<file path="src/rtl/stack_arbiter_if.sv">
// Requester-side bus for stack_arbiter: two request ports plus the shared response.
interface stack_arbiter_if #(parameter int WIDTH = 8);
  logic             req0, op0;
  logic [WIDTH-1:0] wdata0;
  logic             req1, op1;
  logic [WIDTH-1:0] wdata1;
  logic             ack0, ack1, err;
  logic [WIDTH-1:0] rdata;

  modport master (output req0, op0, wdata0, req1, op1, wdata1,
                  input  ack0, ack1, err, rdata);
  modport slave  (input  req0, op0, wdata0, req1, op1, wdata1,
                  output ack0, ack1, err, rdata);
endinterface

</file>
<file path="src/rtl/stack_arbiter.sv">
// Two-port arbiter in front of a single LIFO: serialises push/pop into one-cycle
// stack enables, tracks occupancy and rejects overflow/underflow.
module stack_arbiter #(
  parameter int WIDTH     = 8,
  parameter int DEPTH     = 1,
  parameter bit FIXED_PRI = 1'b0
) (
  input  logic             clk,
  input  logic             clr,
  stack_arbiter_if.slave   bus,
  output logic             stk_c,
  output logic             stk_en,
  output logic [WIDTH-1:0] stk_push,
  input  logic [WIDTH-1:0] stk_peek,
  output logic [DEPTH:0]   count,
  output logic             full,
  output logic             empty
);
  localparam logic [DEPTH:0] CAP = {1'b1, {DEPTH{1'b0}}};
  localparam logic [DEPTH:0] ONE = {{DEPTH{1'b0}}, 1'b1};

  typedef enum logic [1:0] {IDLE, ISSUE, RESP} state_t;
  state_t           state;
  logic             last_grant, grant, bad;
  logic             ack0, ack1, err;
  logic [WIDTH-1:0] rdata;

  logic             pick1, sel_op, legal;
  logic [WIDTH-1:0] sel_data;

  // Round-robin favours the port that lost last time; only matters when both ask.
  always_comb begin
    pick1 = 1'b0;
    if (FIXED_PRI)                 pick1 = !bus.req0;
    else if (bus.req0 && bus.req1) pick1 = !last_grant;
    else                           pick1 = !bus.req0;
  end

  assign sel_op   = pick1 ? bus.op1    : bus.op0;
  assign sel_data = pick1 ? bus.wdata1 : bus.wdata0;
  assign legal    = sel_op ? (count != '0) : (count != CAP);

  assign full  = (count == CAP);
  assign empty = (count == '0);

  assign bus.ack0  = ack0;
  assign bus.ack1  = ack1;
  assign bus.err   = err;
  assign bus.rdata = rdata;

  always_ff @(posedge clk or negedge clr) begin
    if (!clr) begin
      state      <= IDLE;
      count      <= '0;
      last_grant <= 1'b1;
      grant      <= 1'b0;
      bad        <= 1'b0;
      ack0       <= 1'b0;
      ack1       <= 1'b0;
      err        <= 1'b0;
      rdata      <= '0;
      stk_c      <= 1'b0;
      stk_en     <= 1'b0;
      stk_push   <= '0;
    end else begin
      case (state)
        IDLE: if (bus.req0 || bus.req1) begin
          grant      <= pick1;
          last_grant <= pick1;
          stk_c      <= sel_op;
          stk_push   <= sel_data;
          // Legality is decided here so the enable lands exactly on the ISSUE cycle.
          stk_en     <= legal;
          bad        <= !legal;
          state      <= ISSUE;
        end
        ISSUE: begin
          stk_en <= 1'b0;
          if (!bad) begin
            if (stk_c) begin
              rdata <= stk_peek;
              count <= count - ONE;
            end else begin
              count <= count + ONE;
            end
          end
          err   <= bad;
          ack0  <= !grant;
          ack1  <= grant;
          state <= RESP;
        end
        RESP: begin
          ack0  <= 1'b0;
          ack1  <= 1'b0;
          err   <= 1'b0;
          state <= IDLE;
        end
        default: state <= IDLE;
      endcase
    end
  end
endmodule
</file>
<file path="src/flat_wrapper.sv">
// flat-port wrapper written by rule: the top's interface ports become plain ports
module stack_arbiter_flat 
#(
  parameter int WIDTH     = 8,
  parameter int DEPTH     = 1,
  parameter bit FIXED_PRI = 1'b0
)
  (clk, clr, stk_c, stk_en, stk_push, stk_peek, count, full, empty, bus_req0, bus_op0, bus_wdata0, bus_req1, bus_op1, bus_wdata1, bus_ack0, bus_ack1, bus_err, bus_rdata);
  stack_arbiter_if #(.WIDTH(WIDTH)) bus_i ();
  input  logic clk;
  input  logic clr;
  output logic stk_c;
  output logic stk_en;
  output logic [WIDTH-1:0] stk_push;
  input  logic [WIDTH-1:0] stk_peek;
  output logic [DEPTH:0] count;
  output logic full;
  output logic empty;
  input wire logic [$bits(bus_i.req0)-1:0] bus_req0;
  input wire logic [$bits(bus_i.op0)-1:0] bus_op0;
  input wire logic [$bits(bus_i.wdata0)-1:0] bus_wdata0;
  input wire logic [$bits(bus_i.req1)-1:0] bus_req1;
  input wire logic [$bits(bus_i.op1)-1:0] bus_op1;
  input wire logic [$bits(bus_i.wdata1)-1:0] bus_wdata1;
  output wire logic [$bits(bus_i.ack0)-1:0] bus_ack0;
  output wire logic [$bits(bus_i.ack1)-1:0] bus_ack1;
  output wire logic [$bits(bus_i.err)-1:0] bus_err;
  output wire logic [$bits(bus_i.rdata)-1:0] bus_rdata;
  assign bus_i.req0 = bus_req0;
  assign bus_i.op0 = bus_op0;
  assign bus_i.wdata0 = bus_wdata0;
  assign bus_i.req1 = bus_req1;
  assign bus_i.op1 = bus_op1;
  assign bus_i.wdata1 = bus_wdata1;
  assign bus_ack0 = bus_i.ack0;
  assign bus_ack1 = bus_i.ack1;
  assign bus_err = bus_i.err;
  assign bus_rdata = bus_i.rdata;
  stack_arbiter #(.WIDTH(WIDTH), .DEPTH(DEPTH), .FIXED_PRI(FIXED_PRI)) u_core (.clk(clk), .clr(clr), .bus(bus_i), .stk_c(stk_c), .stk_en(stk_en), .stk_push(stk_push), .stk_peek(stk_peek), .count(count), .full(full), .empty(empty));
endmodule
</file>
<file path="config.mk">
export PLATFORM = sky130hd
export DESIGN_NAME = stack_arbiter_flat
export DESIGN_NICKNAME = d
export VERILOG_FILES = /design/src/rtl/stack_arbiter_if.sv /design/src/rtl/stack_arbiter.sv /design/src/flat_wrapper.sv
export SDC_FILE = /design/constraint.sdc
export NUM_CORES = 1
export LEC_CHECK = 0
export BUFFER_PORTS_ARGS = -buffer_cell sky130_fd_sc_hd__buf_2
export CORE_MARGIN = 1
export CORE_UTILIZATION = 50
export CTS_CLUSTER_DIAMETER = 200
export CTS_CLUSTER_SIZE = 12
export DETAILED_ROUTE_END_ITERATION = 7
export HOLD_SLACK_MARGIN = 0.06
export MAX_ROUTING_LAYER = met4
export PLACE_DENSITY_LB_ADDON = 0.1
export SETUP_SLACK_MARGIN = 0.4
export SLEW_MARGIN = 20
export SYNTH_ARGS = -nofsm -noshare
export SYNTH_HDL_FRONTEND = slang
export SYNTH_SLANG_ARGS = --single-unit
</file>
<file path="constraint.sdc">
create_clock -name clk -period 3.45 [get_ports clk]
set_input_delay 0.1725 -clock clk [delete_from_list [all_inputs] [get_ports clk]]
set_output_delay 0.1725 -clock clk [all_outputs]
set_load 0.03 [all_outputs]
</file>
==> results.txt, run 1 <==
status: complete, no violations
setup TNS: 0 ns
H-tree levels: 1
Placed Instance Area: 1558 µm²
Final min period: 1.655 ns
total wire length: 2441 µm
yosys warns: 0
DRC viols: 0
gr usage total: 20.51%
Worst slew margin: 58.46%
commonest cells after routing, fill and taps aside: buf_2 (54), dfrtp_1 (27), nand2_1 (14)
Rows: 17
setup slack, reg-to-reg: 1.79 ns
via count: 967
critical path cell sequence: nand2b_1 -> nand2_1 -> o31ai_1 -> mux2_1
Worst EP required: 3.72 ns
Critical Path Fanout Max: 12
worst path arrival time: 1.93 ns
crit path kind: flip-flop to flip-flop
Net Count, Synth: 140
setup violators final: 0
FMAX: 604.2 MHz
final worst slack: 1.795 ns
Clock Sinks: 28
crit path from: u_core.last_grant$_DFFE_PN1P_
met3 WL: 123 µm
largest net degree at the start of global routing: 29
WL per Instance: 12.65 µm
via/cell ratio: 5.010
vias in the first global route: 986
Sw Ratio: 46.01%
Core ar.: 2297 µm²
Synth Area in Compound Gates: 7.837%
dpl hpwl: 1833 µm
Final Hold Viols: 0
reg2reg path depth: 4
mux contribution to synthesized area: 17.86%
Crit path largest cell delay: 0.55 ns
die height: 52.23 µm
iteration-0 DRC count of the detailed router: 5
first-pass GRT wire length: 4015 µm
peak supply drop: 0.6043 mV
antenna viol nets, final: 0
Pwr Density: 1002 nW/µm²
FF-to-FF End: u_core.bad$_DFFE_PN0P_
Final Wtd Congestion: 0.7209
internal power: 878.8 µW
sw power: 749.1 µW
I/O pin cnt: 55
DR WL met2: 1249 µm
final max-slew violation count: 0
Post-Syn Area: 1261 µm²
clock share of power: 9.8%
grt total ovfl: 0
CTS max path bufs: 2
Num CTS Buffers: 3
share of power burned in registers: 36.6%
r2r startpoint: u_core.last_grant$_DFFE_PN1P_
post-synthesis sequential area ratio: 55.65%
Final #Nets: 200
Root Buffer Master: clkbuf_4
post-route cell area: 1624 µm²
CP endpoint: u_core.bad$_DFFE_PN0P_
Worst Clk Skew: 0.0009127 ns
Finished Core Util: 70.70%
Critical Path End Type: flip-flop
IO Port Bufs: 54
FF+latch count, synth: 28
fill count: 185
top routing layer used: met4
Slew @ Worst Pin: 0.6230 ns
most common cell after layout, fill and taps aside: buf_2
post-synthesis adder-cell area fraction: 3.968%
Leakage: 0.0008475 µW
Post-Syn Area per Cell: 11.90 µm²
Post-Syn Instances: 106
Combinational Power Share: 53.7%
length of routed wiring on met1: 1061 µm
Die W: 52.23 µm
Tcrit/Tclk final: 47.97%
Synth Area in Simple Gates: 8.730%
clk slew on worst S/H paths: 0.15 ns
initial antenna violation count: 0
fraction of layout cells with a size suffix above 1: 44.24%
diode count: 0
largest family of logic cells by synthesized area: multiplexers
CTS tree: built
library cells used by synthesis: 24
RSZ-0062 raised after global routing: no
clk_lat worst skew: 0.32 ns
startpoint types: flip-flop
max cap viols: 0
Hold Crit Class: input port to flip-flop
synthesis-to-finish area growth: 28.77%
post-placement setup slack: 1.786 ns
die area: 2727 µm²
Synth Area in XOR/XNOR: 3.472%
First-pass DRT Iterations: 3
Starting Density: 54.90%
Design Power: 1628 µW
Crit-path slowest cell: dfstp_2
final cells by class:
| class | count | area [µm²] | area share, % |
|---|---|---|---|
| flip-flops and latches | 28 | 701.9 | 43.22 |
| multi-input cells | 71 | 528.0 | 32.51 |
| repair buffers | 58 | 307.8 | 18.95 |
| clock buffers | 4 | 36.28 | 2.234 |
| well taps | 28 | 35.03 | 2.157 |
| inverters | 4 | 15.01 | 0.9245 |
power groups by stage:
| stage | Sequential [µW] | Clock [µW] | Combinational (µW) |
|---|---|---|---|
| 2_1_floorplan | 858 | 0 | 375 |
| 3_3_place_gp | 595 | 0 | 850 |
| 3_5_place_dp | 606 | 0 | 878 |
| 4_1_cts | 597 | 163 | 882 |
| 5_1_grt | 616 | 171 | 966 |
| 6_report | 595 | 159 | 874 |
worst max-delay path: cells and delay by family (launching register included):
| family | cells | cell delay (ns) |
|---|---|---|
| AO/OA/AOI/OAI | 1 | 0.41 |
| multiplexers | 1 | 0.18 |
| flip-flops | 1 | 0.55 |
| AND/OR/NAND/NOR | 2 | 0.47 |
registers in the layout, indices dropped and copies added, names as in the netlist, 2 cells and up:
register / flops
u_core.bus.rdata: 8
u_core.count: 2
u_core.state: 2
u_core.stk_push: 8
logic make-up (layout without fill, tap and decap cells):
kind of cell             Yosys count  after routing
XOR/XNOR                           5              5
AO/OA/AOI/OAI                     18             18
flip-flops                        28             28
buffers and inverters              7             66
adder cells (fa/ha/maj)            4              4
AND/OR/NAND/NOR                   23             23
multiplexers                      21             21
repair_timing:
item / in CTS / in global routing
hold endpoints to repair: 28 / 1
setup buffers: 0 / 0
hold buffers: 2 / 1
gates resized for setup: 0 / 0
metal layers:
metal | up-vias | global-route usage (%)
li1 | 479 | -
met1 | 452 | 23.63
met2 | 34 | 37.39
met3 | 2 | 2.609
met4 | 0 | 5.702
met5 | - | -
stage by stage:
stage                     instances  hold WS [ns]
after floorplan                 106       -0.1231
after global placement          186        0.2130
after detailed placement        186        0.2250
after CTS                       192       0.06203
after global routing            193       0.06271
final                           193       0.07207
worst min-delay path by stage:
stage	end	from	depth (start not counted)	slack (ns)
floorplan	u_core.bad$_DFFE_PN0P_	clr	0	-0.12
global placement	u_core.state[0]$_DFFE_PN0P_	clr	1	0.21
detailed placement	u_core.state[0]$_DFFE_PN0P_	clr	1	0.23
CTS	u_core.bus.rdata[3]$_DFFE_PN0P_	stk_peek[3]	2	0.06
global route	u_core.bus.rdata[3]$_DFFE_PN0P_	stk_peek[3]	2	0.06
finish	u_core.bus.rdata[1]$_DFFE_PN0P_	stk_peek[1]	2	0.07
synthesized netlist by cell type, drive strengths merged:
cell    count  area, µm²
and2b       1      7.510
nor2        2      7.510
or3b        1      8.760
dfrtp      27      675.7
nand2      15      58.81
o31ai       2      15.01
xor2        2      17.52
mux2       12      135.1
a211o       1      8.760
ha          4      50.05
inv         4      15.01
nand2b      1      6.260
nand3b      2      15.01
clkbuf      1      3.750
o21ai      15      75.07
xnor2       3      26.28
mux2i       9      90.09
dfstp       1      26.28
nor2b       1      6.260
buf         2      12.51
Power figures use the tool's default switching activity.
==> inputs of run 2 (changes only) <==
--- a/config.mk
+++ b/config.mk
@@ -5,9 +5,11 @@
 export SDC_FILE = /design/constraint.sdc
 export NUM_CORES = 1
 export LEC_CHECK = 0
+export ABC_AREA = 1
 export BUFFER_PORTS_ARGS = -buffer_cell sky130_fd_sc_hd__buf_2
+export CORE_ASPECT_RATIO = 0.5
 export CORE_MARGIN = 1
-export CORE_UTILIZATION = 50
+export CORE_UTILIZATION = 42
 export CTS_CLUSTER_DIAMETER = 200
 export CTS_CLUSTER_SIZE = 12
 export DETAILED_ROUTE_END_ITERATION = 7
==> constraint.sdc (replaced) <==
create_clock -name clk -period 1.5 [get_ports clk]
set_input_delay 0.075 -clock clk [delete_from_list [all_inputs] [get_ports clk]]
set_output_delay 0.075 -clock clk [all_outputs]
set_load 0.03 [all_outputs]
==> run 2 against run 1 <==
Against the previous run: die area increased by 25%; global-route usage increased by 3.8 points; setup slack worse by 1.6 ns; first-iteration DRC count rose to 10 times the previous value; synthesized area up 5.5%; critical path type unchanged; critical endpoint is now u_core.stk_push[7]$_DFFE_PN0P_.
==> results.txt, run 2 <==
status: complete, no violations (unchanged)
startpoint types: flip-flop (unchanged)
setup violators final: 0 (unchanged)
Post-Syn Instances: 154 (was 106)
Rows: 13 (was 17)
library cells used by synthesis: 22 (was 24)
synthesis-to-finish area growth: 74.79% (was 28.77%)
critical path cell sequence: inv_2 -> ha_4 -> o21ai_4 -> clkinvlp_4 -> nor2_1 -> a21oi_1 (was nand2b_1 -> nand2_1 -> o31ai_1 -> mux2_1)
Critical Path End Type: flip-flop (unchanged)
Tcrit/Tclk final: 88.19% (was 47.97%)
fraction of layout cells with a size suffix above 1: 56.75% (was 44.24%)
DRC viols: 0 (unchanged)
reg2reg path depth: 6 (was 4)
Hold Crit Class: input port to flip-flop (unchanged)
FF+latch count, synth: 28 (unchanged)
CTS tree: built (unchanged)
Post-Syn Area per Cell: 8.637 µm² (was 11.90 µm²)
gr usage total: 24.31% (was 20.51%)
post-synthesis sequential area ratio: 52.78% (was 55.65%)
Crit path largest cell delay: 0.38 ns (was 0.55 ns)
Pwr Density: 2349 nW/µm² (was 1002 nW/µm²)
yosys warns: 0 (unchanged)
First-pass DRT Iterations: 4 (was 3)
setup slack, reg-to-reg: 0.18 ns (was 1.79 ns)
FF-to-FF End: u_core.stk_push[7]$_DFFE_PN0P_ (was u_core.bad$_DFFE_PN0P_)
FMAX: 756.0 MHz (was 604.2 MHz)
RSZ-0062 raised after global routing: yes (was no)
vias in the first global route: 1351 (was 986)
diode count: 0 (unchanged)
Die W: 81.59 µm (was 52.23 µm)
Starting Density: 47.54% (was 54.90%)
total wire length: 4224 µm (was 2441 µm)
Num CTS Buffers: 3 (unchanged)
H-tree levels: 1 (unchanged)
antenna viol nets, final: 0 (unchanged)
most common cell after layout, fill and taps aside: buf_2 (unchanged)
ys flop type: dfrtp_1 (unchanged)
Clock Sinks: 28 (unchanged)
worst hold start: stk_peek[3] (was stk_peek[1])
Root Buffer Master: clkbuf_8 (was clkbuf_4)
worst path arrival time: 1.51 ns (was 1.93 ns)
Net Count, Synth: 188 (was 140)
max cap viols: 0 (unchanged)
Critical Path Fanout Max: 7 (was 12)
WL per Instance: 14.62 µm (was 12.65 µm)
ys async rst share: 100.0% (unchanged)
I/O pin cnt: 55 (unchanged)
Hold Path End: u_core.bus.rdata[3]$_DFFE_PN0P_ (was u_core.bus.rdata[1]$_DFFE_PN0P_)
clk_lat worst skew: 0.29 ns (was 0.32 ns)
largest net degree at the start of global routing: 29 (unchanged)
Design Power: 5460 µW (was 1628 µW)
area leader, netlist: dfrtp_1 (unchanged)
dominant cell by count in the synthesized netlist: nand2_1 (was dfrtp_1)
synth top area cells: dfrtp_1 (51%), nand2_1 (10%), a21oi_1 (6.4%) (was dfrtp_1 (54%), mux2_2 (9.8%), mux2i_1 (7.1%))
clk slew on worst S/H paths: 0.10 ns (was 0.15 ns)
Final Wtd Congestion: 0.7228 (was 0.7209)
via/cell ratio: 5.042 (was 5.010)
Top Registers: u_core.bus.rdata (8), u_core.stk_push (8) (unchanged)
Post-Syn Area: 1330 µm² (was 1261 µm²)
dpl hpwl: 2064 µm (was 1833 µm)
Slew @ Worst Pin: 0.6241 ns (was 0.6230 ns)
hold path depth: 3 (was 2)
crit path kind: flip-flop to flip-flop (unchanged)
r2r startpoint: u_core.state[1]$_DFFE_PN0P_ (was u_core.last_grant$_DFFE_PN1P_)
Post-synth EDFFs: 0 (unchanged)
grt total ovfl: 0 (unchanged)
Worst slew margin: 58.39% (was 58.46%)
IO Port Bufs: 54 (unchanged)
first-pass GRT wire length: 5940 µm (was 4015 µm)
via count: 1457 (was 967)
Worst EP required: 1.68 ns (was 3.72 ns)
final max-slew violation count: 0 (unchanged)
crit path from: u_core.state[1]$_DFFE_PN0P_ (was u_core.last_grant$_DFFE_PN1P_)
post-route cell area: 2325 µm² (was 1624 µm²)
commonest cells after routing, fill and taps aside: buf_2 (52), nand2_1 (25), dfrtp_1 (24) (was buf_2 (54), dfrtp_1 (27), nand2_1 (14))
die area: 3409 µm² (was 2727 µm²)
setup TNS: 0 ns (unchanged)
die height: 41.79 µm (was 52.23 µm)
Final #Nets: 287 (was 200)
Crit-path slowest cell: dfrtp_1 (was dfstp_2)
Placed Instance Area: 1670 µm² (was 1558 µm²)
post-synth top area share: 50.80% (was 53.57%)
iteration-0 DRC count of the detailed router: 51 (was 5)
Leakage: 0.001142 µW (was 0.0008475 µW)
Worst Clk Skew: 0.006704 ns (was 0.0009127 ns)
Commonest cells post-synth: nand2_1 (36), dfrtp_1 (27), a21oi_1 (17), nand3_1 (17), inv_1 (16) (was dfrtp_1 (27), nand2_1 (14), o21ai_0 (13))
peak supply drop: 1.748 mV (was 0.6043 mV)
Final Hold Viols: 0 (unchanged)
CTS max path bufs: 2 (unchanged)
Core ar.: 2798 µm² (was 2297 µm²)
Final min period: 1.323 ns (was 1.655 ns)
initial antenna violation count: 0 (unchanged)
==> run 2: cell types whose count changed after synthesis, moves of 9 or more <==
cell / before / now
nand2_1: 14 / 36
o21ai_0: 13 / 4
nor2_1: 2 / 13
inv_1: 4 / 16
mux2i_1: 9 / 0
mux2_2: 11 / 0
a21oi_1: 0 / 17
nand3_1: 0 / 17
==> run 2: what timing repair did <==
item	4_1_cts	5_1_grt
pin swaps	13	8
setup endpoints to repair	27	31
cloned	2	0
setup buffers	19	5
gates resized for setup	48	23
hold buffers	16	0
endpoints found under the hold margin	42	0
==> run 2: cell families after synthesis <==
kind of cell | after synthesis | synth area share (%)
flip-flops | 28 | 52.78
XOR/XNOR | 1 | 0.6586
adder cells (fa/ha/maj) | 4 | 3.763
AND/OR/NAND/NOR | 70 | 22.48
AO/OA/AOI/OAI | 29 | 12.32
buffers and inverters | 22 | 7.995
==> run 2: final cells by class <==
| class | instances | area (µm²) |
|---|---|---|
| Sequential cell | 28 | 705.7 |
| Tap cell | 37 | 46.29 |
| Multi-Input combinational cell | 104 | 742.0 |
| Timing Repair Buffer | 98 | 694.4 |
| Fill cell | 170 | 473.0 |
| Timing Repair inverter | 1 | 7.507 |
| Inverter | 17 | 73.82 |
| Clock buffer | 4 | 55.05 |
==> run 2: worst max-delay path by stage <==
| stage | slack (ns) | depth (start not counted) | endpoint |
|---|---|---|---|
| floorplan | 0.29 | 9 | u_core.count[1]$_DFFE_PN0P_ |
| global placement | 0.14 | 8 | u_core.bus.rdata[6]$_DFFE_PN0P_ |
| detailed placement | 0.12 | 8 | u_core.bus.rdata[5]$_DFFE_PN0P_ |
| CTS | 0.22 | 9 | u_core.count[1]$_DFFE_PN0P_ |
| global route | 0.12 | 8 | u_core.bus.rdata[6]$_DFFE_PN0P_ |
| finish | 0.18 | 6 | u_core.stk_push[7]$_DFFE_PN0P_ |
==> run 2: layer usage <==
metal	up-vias	routed length (µm)	track usage, %
met3	6	236	6.154
met1	684	1979	28.31
li1	696	-	-
met2	71	1976	41.00
met4	0	32	8.070
met5	-	0	-
==> run 2: report_power, final <==
part	switching, µW	internal (µW)	total, µW
clock network	252	236	488
logic	2110	1440	3540
registers	277	1150	1430
==> run 2: worst max-delay path: cells and delay by family, from the launching register on <==
kind,cells,cell delay (ns)
flops,1,0.38
buf+inv,2,0.35
fa+ha+maj,1,0.18
compound gates,2,0.16
simple gates,1,0.14
==> run 2: per-stage QoR <==
stage | utilization, % | hold slack (ns) | worst slack [ns] | instances
floorplan | - | -0.2206 | 0.2935 | 154
detailed placement | 59.70 | 0.1250 | 0.1231 | 243
CTS | 79.07 | 0.06290 | 0.2236 | 284
finish | 83.09 | 0.04866 | 0.1772 | 289
global route | 83.09 | 0.06619 | 0.1216 | 289
global placement | 59.70 | 0.1281 | 0.1437 | 243
